`src/rtl/fft16_ctrl_pkg.sv`:
```
// Shared types and constants for the 16-point radix-4 FFT controller.
// The bus carries four complex lanes; each lane is Re(17) in the upper half and Im(17) in the lower half.
package fft16_ctrl_pkg;

  localparam int CPLX_W = 34;
  localparam int LANES  = 4;
  localparam int BUS_W  = LANES * CPLX_W;

  typedef enum logic [1:0] {
    S1    = 2'd0,
    S2    = 2'd1,
    DRAIN = 2'd2
  } state_e;

  // MSB of the butterfly rotation selects the stage.
  localparam logic ROT_S1 = 1'b0;
  localparam logic ROT_S2 = 1'b1;

  function automatic logic [CPLX_W-1:0] lane_of(input logic [BUS_W-1:0] grp,
                                                input logic [1:0]       idx);
    return grp[32'(idx) * CPLX_W +: CPLX_W];
  endfunction

endpackage

```
`src/rtl/fft16_tbuf.sv`:
```
// 4x136 transpose buffer: rows are written whole, reads gather one lane from every row.
module fft16_tbuf
  import fft16_ctrl_pkg::*;
(
  input  logic             clk,
  input  logic             rst,
  input  logic             wr_en_i,
  input  logic [1:0]       wr_idx_i,
  input  logic [BUS_W-1:0] wr_data_i,
  input  logic [1:0]       rd_lane_i,
  output logic [BUS_W-1:0] rd_data_o
);

  logic [BUS_W-1:0] mem_q [LANES];

  always_ff @(posedge clk or posedge rst) begin
    if (rst) begin
      for (int i = 0; i < LANES; i++) mem_q[i] <= '0;
    end else if (wr_en_i) begin
      mem_q[wr_idx_i] <= wr_data_i;
    end
  end

  // Output lane r comes from row r, so stage-2 input k is stage-1 group k.
  always_comb begin
    rd_data_o = '0;
    for (int r = 0; r < LANES; r++) begin
      rd_data_o[r*CPLX_W +: CPLX_W] = lane_of(mem_q[r], rd_lane_i);
    end
  end

endmodule

```
`src/rtl/fft16_ctrl.sv`:
```
// Sequencer driving one radix-4 butterfly through both stages of a 16-point FFT frame.
// Optional build macro FFT16_CTRL_FRAME_CNT_EN adds the frame_cnt output.
module fft16_ctrl
  import fft16_ctrl_pkg::*;
(
  input  logic             clk,
  input  logic             rst,
  input  logic             in_valid,
  output logic             in_ready,
  input  logic [BUS_W-1:0] in_data,
  output logic             out_valid,
  input  logic             out_ready,
  output logic [BUS_W-1:0] out_data,
  output logic [1:0]       out_idx,
  output logic             out_last,
  output logic             busy,
  output logic [BUS_W-1:0] bf_calc_in,
  output logic [2:0]       bf_rotation,
  input  logic [BUS_W-1:0] bf_calc_out
`ifdef FFT16_CTRL_FRAME_CNT_EN
  ,
  output logic [7:0]       frame_cnt
`endif
);

  state_e           state_q, state_d;
  logic [1:0]       cnt_q, cnt_d;
  logic             out_valid_q, out_valid_d;
  logic [BUS_W-1:0] out_data_q, out_data_d;
  logic [1:0]       out_idx_q, out_idx_d;
  logic             out_last_q, out_last_d;
  logic             busy_q, busy_d;

  logic             in_accept;
  logic             slot_free;
  logic             out_accept;
  logic [BUS_W-1:0] tbuf_rd;

  assign in_ready   = (state_q == S1);
  assign in_accept  = in_ready && in_valid;
  assign slot_free  = !out_valid_q || out_ready;
  assign out_accept = out_valid_q && out_ready;

  assign out_valid  = out_valid_q;
  assign out_data   = out_data_q;
  assign out_idx    = out_idx_q;
  assign out_last   = out_last_q;
  assign busy       = busy_q;

  fft16_tbuf u_tbuf (
    .clk       (clk),
    .rst       (rst),
    .wr_en_i   (in_accept),
    .wr_idx_i  (cnt_q),
    .wr_data_i (bf_calc_out),
    .rd_lane_i (cnt_q),
    .rd_data_o (tbuf_rd)
  );

  always_comb begin
    bf_calc_in  = '0;
    bf_rotation = '0;
    case (state_q)
      S1: begin
        bf_calc_in  = in_data;
        bf_rotation = {ROT_S1, cnt_q};
      end
      S2: begin
        bf_calc_in  = tbuf_rd;
        bf_rotation = {ROT_S2, cnt_q};
      end
      default: begin
        bf_calc_in  = '0;
        bf_rotation = '0;
      end
    endcase
  end

  always_comb begin
    state_d     = state_q;
    cnt_d       = cnt_q;
    out_valid_d = out_valid_q;
    out_data_d  = out_data_q;
    out_idx_d   = out_idx_q;
    out_last_d  = out_last_q;
    busy_d      = busy_q;
    case (state_q)
      S1: begin
        if (in_valid) begin
          cnt_d  = 2'(cnt_q + 2'd1);
          busy_d = 1'b1;
          if (cnt_q == 2'd3) state_d = S2;
        end
      end
      S2: begin
        // A result may load in the same cycle the previous one is taken.
        if (slot_free) begin
          out_data_d  = bf_calc_out;
          out_idx_d   = cnt_q;
          out_last_d  = (cnt_q == 2'd3);
          out_valid_d = 1'b1;
          cnt_d       = 2'(cnt_q + 2'd1);
          if (cnt_q == 2'd3) state_d = DRAIN;
        end
      end
      DRAIN: begin
        if (out_accept) begin
          out_valid_d = 1'b0;
          cnt_d       = 2'd0;
          busy_d      = 1'b0;
          state_d     = S1;
        end
      end
      default: begin
        state_d = S1;
        cnt_d   = 2'd0;
      end
    endcase
  end

  always_ff @(posedge clk or posedge rst) begin
    if (rst) begin
      state_q     <= S1;
      cnt_q       <= 2'd0;
      out_valid_q <= 1'b0;
      out_data_q  <= '0;
      out_idx_q   <= 2'd0;
      out_last_q  <= 1'b0;
      busy_q      <= 1'b0;
    end else begin
      state_q     <= state_d;
      cnt_q       <= cnt_d;
      out_valid_q <= out_valid_d;
      out_data_q  <= out_data_d;
      out_idx_q   <= out_idx_d;
      out_last_q  <= out_last_d;
      busy_q      <= busy_d;
    end
  end

`ifdef FFT16_CTRL_FRAME_CNT_EN
  logic [7:0] frame_cnt_q;

  always_ff @(posedge clk or posedge rst) begin
    if (rst) begin
      frame_cnt_q <= 8'd0;
    end else if (out_accept && out_last_q) begin
      frame_cnt_q <= 8'(frame_cnt_q + 8'd1);
    end
  end

  assign frame_cnt = frame_cnt_q;
`endif

endmodule

```
`config.mk`:
```
export PLATFORM = sky130hd
export DESIGN_NAME = fft16_ctrl
export DESIGN_NICKNAME = d
export VERILOG_FILES = /design/src/rtl/fft16_ctrl_pkg.sv /design/src/rtl/fft16_tbuf.sv /design/src/rtl/fft16_ctrl.sv
export SDC_FILE = /design/constraint.sdc
export NUM_CORES = 1
export LEC_CHECK = 0
export BUFFER_PORTS_ARGS = -buffer_cell sky130_fd_sc_hd__buf_2
export CORE_MARGIN = 3
export CORE_UTILIZATION = 25
export DETAILED_ROUTE_END_ITERATION = 8
export GPL_TIMING_DRIVEN = 1
export SLEW_MARGIN = 40
export SYNTH_ARGS = -nofsm -noshare
export SYNTH_HDL_FRONTEND = slang
export SYNTH_SLANG_ARGS = --single-unit
```
`constraint.sdc`:
```
create_clock -name clk -period 26.7 [get_ports clk]
set_clock_uncertainty 0.1 [all_clocks]
set_input_delay 0 -clock clk [delete_from_list [all_inputs] [get_ports clk]]
set_output_delay 0 -clock clk [all_outputs]
set_load 0.1 [all_outputs]
```
==> results summary <==
The area enclosed by the die boundary came out at 128,000 um2. The routed design has 81,900 um of wire. For this run, the top clock speed supported by timing is 0.250 GHz. TritonCTS built the clock tree. After routing, the total negative slack on setup checks comes to 0 ps. The tightest slew margin relative to the limit came out at 0.453. Summing every instance area after synthesis gives 31,000 um2. The first-iteration detailed-routing DRC count came out at 815. Compared with the post-synthesis result, the final layout area differs by 26.8%.

By area the synthesized netlist is led by dfrtp_1 56%, mux2_2 19%, mux4_2 9.9%. The setup fix buffers added after clock tree synthesis came out at 0. The arrival time at the worst endpoint is 3910 ps. In this run the remaining antenna-violating nets after routing total 0. The number of instances in the synthesized netlist is 1,821. The total of buffers placed on input and output ports is 556. Using the TritonRoute via totals, the vias-per-cell ratio works out to 4.45. The maximum root-to-sink buffer count came out at 3.

The number of fillers in the final layout is 12,000. The count of unique library cells instantiated by Yosys is 29. The number of vias after detailed routing came out at 18,600.

The launch point of the worst path is cnt_q[1]. The routability congestion estimate came out at 0.713. The effective utilization at floorplan is 0.253. The worst-margin pin slew is 820 ps. The required time of the worst setup path is 26,600 ps.

The final cycle utilization of the critical path is 0.150. The critical path capture point is bf_calc_in[50]. The number of failing setup endpoints in the final timing report came out at 0. The initial antenna violation count came out at 8. The number of levels in the clock H-tree is 3.

The global-route wire length before repair came out at 124,000 um. The number of global-route vias before repair is 19,700. Entering global routing, the biggest net connects 106 pins. In this run the worst path has a maximum fanout of 43. The top cell types in the final layout, fill and taps aside, are 687 x dfrtp_1, 556 x buf_2, 524 x mux2_2. The synthesized flop and latch total came out at 689.

The number of cells on the worst reg-to-reg path is 5. The worst register-to-register path ends at u_tbuf.mem_q[49]. The leftover overflow at the end of global routing came out at 0. The detail-routed net length per standard cell is 19.6 um. The number of nets in the final layout is 2,773.

The startpoint kind of the worst setup timing path is a flop. The number of maximum-capacitance constraint violations came out at 0. The sequential-to-total area share from yosys stat came out at 0.557. Leaving out fill and tap cells, the most frequent cell in the layout is dfrtp_1. The site row count is 128. The die extent in y is 358 um.

The area of the placeable core is 122,000 um2. The post-detailed-placement half-perimeter wirelength came out at 54,700 um. The flop-to-flop setup slack came out at 23,030 ps. The clock period minus final worst setup slack is 4010 ps. The worst flop-to-flop path startpoint is cnt_q[1]. The count of boundary I/O pins came out at 557. The aggregate global-route resource usage is 0.126. Setup repair after global routing left no endpoint under its margin. The synthesized area per cell came out at 17.0 um2. The element type at the critical path end is an output port. In the routed design, unresolved DRC markers number 0. The die is 358 um wide. The number of hold-slack violations in the final timing report is 0. The root buffer cell chosen for the clock tree is clkbuf_16.

The number of nets produced by synthesis came out at 2,101. Of the post-synthesis cell area, the dominant cell type holds 0.557. The max-slew violation count was 0.

The biggest area contributor in the post-synthesis netlist is dfrtp_1. The total clock buffers created by CTS is 79. The critical path is of the flop to output port type. The total number of yosys warnings came out at 0.

The number of iterations in the first detailed-routing pass is 4. The clock-pin slew of the registers on the worst-case setup and hold paths is 60 ps. The TritonCTS sink count is 689. The clock network latency to the later pin of the worst-skew pair is 630 ps. The fraction of final layout cells sized beyond drive strength 1 is 0.603.

The worst hold path belongs to the class input port to flop. The flow ran to the end, and the final reports show no timing, DRC or antenna violations.
## worst max-delay path, stage by stage, from the launching register on
cell     delay [ps]
dfrtp_4         610
buf_4           540
buf_4           680
mux4_2          750
a22o_1          240
buf_2           280
## routing by layer
layer,routed length [um],part of all wire,vias to the layer above,global-route usage
met3,3930,0.048,116,0.0242
met5,39,0.00048,-,0
li1,-,-,8222,-
met4,1560,0.019,6,0.0327
met1,36500,0.45,9846,0.169
met2,39900,0.49,423,0.208
## flip-flops by register name (all words and copies together) (netlist names)
register,flops
cnt_q,2
u_tbuf.mem_q,544
out_data,136
out_last,1
state_q,2
busy,1
out_valid,1
out_idx,2
## Yosys cell counts
library cell	number
mux4_2	136
buf_8	16
nor2b_1	2
buf_2	58
clkbuf_1	21
o21ai_2	1
inv_1	5
or4bb_1	1
nand2b_1	1
buf_1	14
o211ai_1	1
a21oi_1	4
and3_1	4
ha_1	4
o21ai_0	2
buf_6	13
a22o_1	136
and2b_1	1
nand2_1	3
or3_1	1
o22ai_1	1
dfrtp_1	689
mux2_2	524
nor2_4	1
mux2_4	160
a21bo_2	1
nor2_1	4
buf_4	16
mux2i_1	1
## what timing repair did
action | CTS | global route
resized for setup | 0 | 0
hold buffers | 140 | 0
endpoints found under the hold margin | 785 | 0
## through the flow
stage | instance area (um2) | utilization | instances | hold WS (ps) | setup slack, ps
6_report | 39300 | 0.321 | 4181 | 96.4 | 22690
3_5_place_dp | 35200 | 0.288 | 3895 | 134 | 22670
4_1_cts | 39200 | 0.320 | 4177 | 26.6 | 22590
5_1_grt | 39300 | 0.321 | 4179 | 69.0 | 22510
2_1_floorplan | 31000 | - | 1821 | 48.0 | 7280
3_3_place_gp | 35100 | 0.287 | 3893 | 135 | 22700
## cells by family after synthesis
logic type | Yosys count | synth area share
buffers and inverters | 143 | 0.0306
AOI/OAI and AO/OA | 146 | 0.0405
and+or+nand+nor | 18 | 0.00343
adders and majority gates | 4 | 0.00162
muxes | 821 | 0.367
DFF | 689 | 0.557
## worst min path at each step
| stage | depth (start not counted) | startpoint | to | slack (ps) |
|---|---|---|---|---|
| 2_1_floorplan | 1 | bf_calc_out[0] | u_tbuf.mem_q[0] | 50 |
| 6_report | 3 | bf_calc_out[97] | u_tbuf.mem_q[369] | 100 |
| 3_3_place_gp | 2 | rst | u_tbuf.mem_q[455] | 130 |
| 5_1_grt | 3 | bf_calc_out[89] | out_data[89] | 70 |
| 3_5_place_dp | 2 | rst | u_tbuf.mem_q[455] | 130 |
| 4_1_cts | 3 | bf_calc_out[93] | out_data[93] | 30 |
## cell type report
class / count / area [um2] / share of cell area
clock buffers: 110 / 2190 / 0.0558
clock inverters: 32 / 408 / 0.0104
diodes: 2 / 5.00 / 0.000127
flip-flops and latches: 689 / 17200 / 0.439
repair buffers: 729 / 4550 / 0.116
inverters: 5 / 31.3 / 0.000796
multi-input cells: 989 / 12800 / 0.326
well taps: 1625 / 2030 / 0.0517
Power is not shown: default switching activity piles up to over one toggle a cycle in this logic, so the estimate is an artifact.
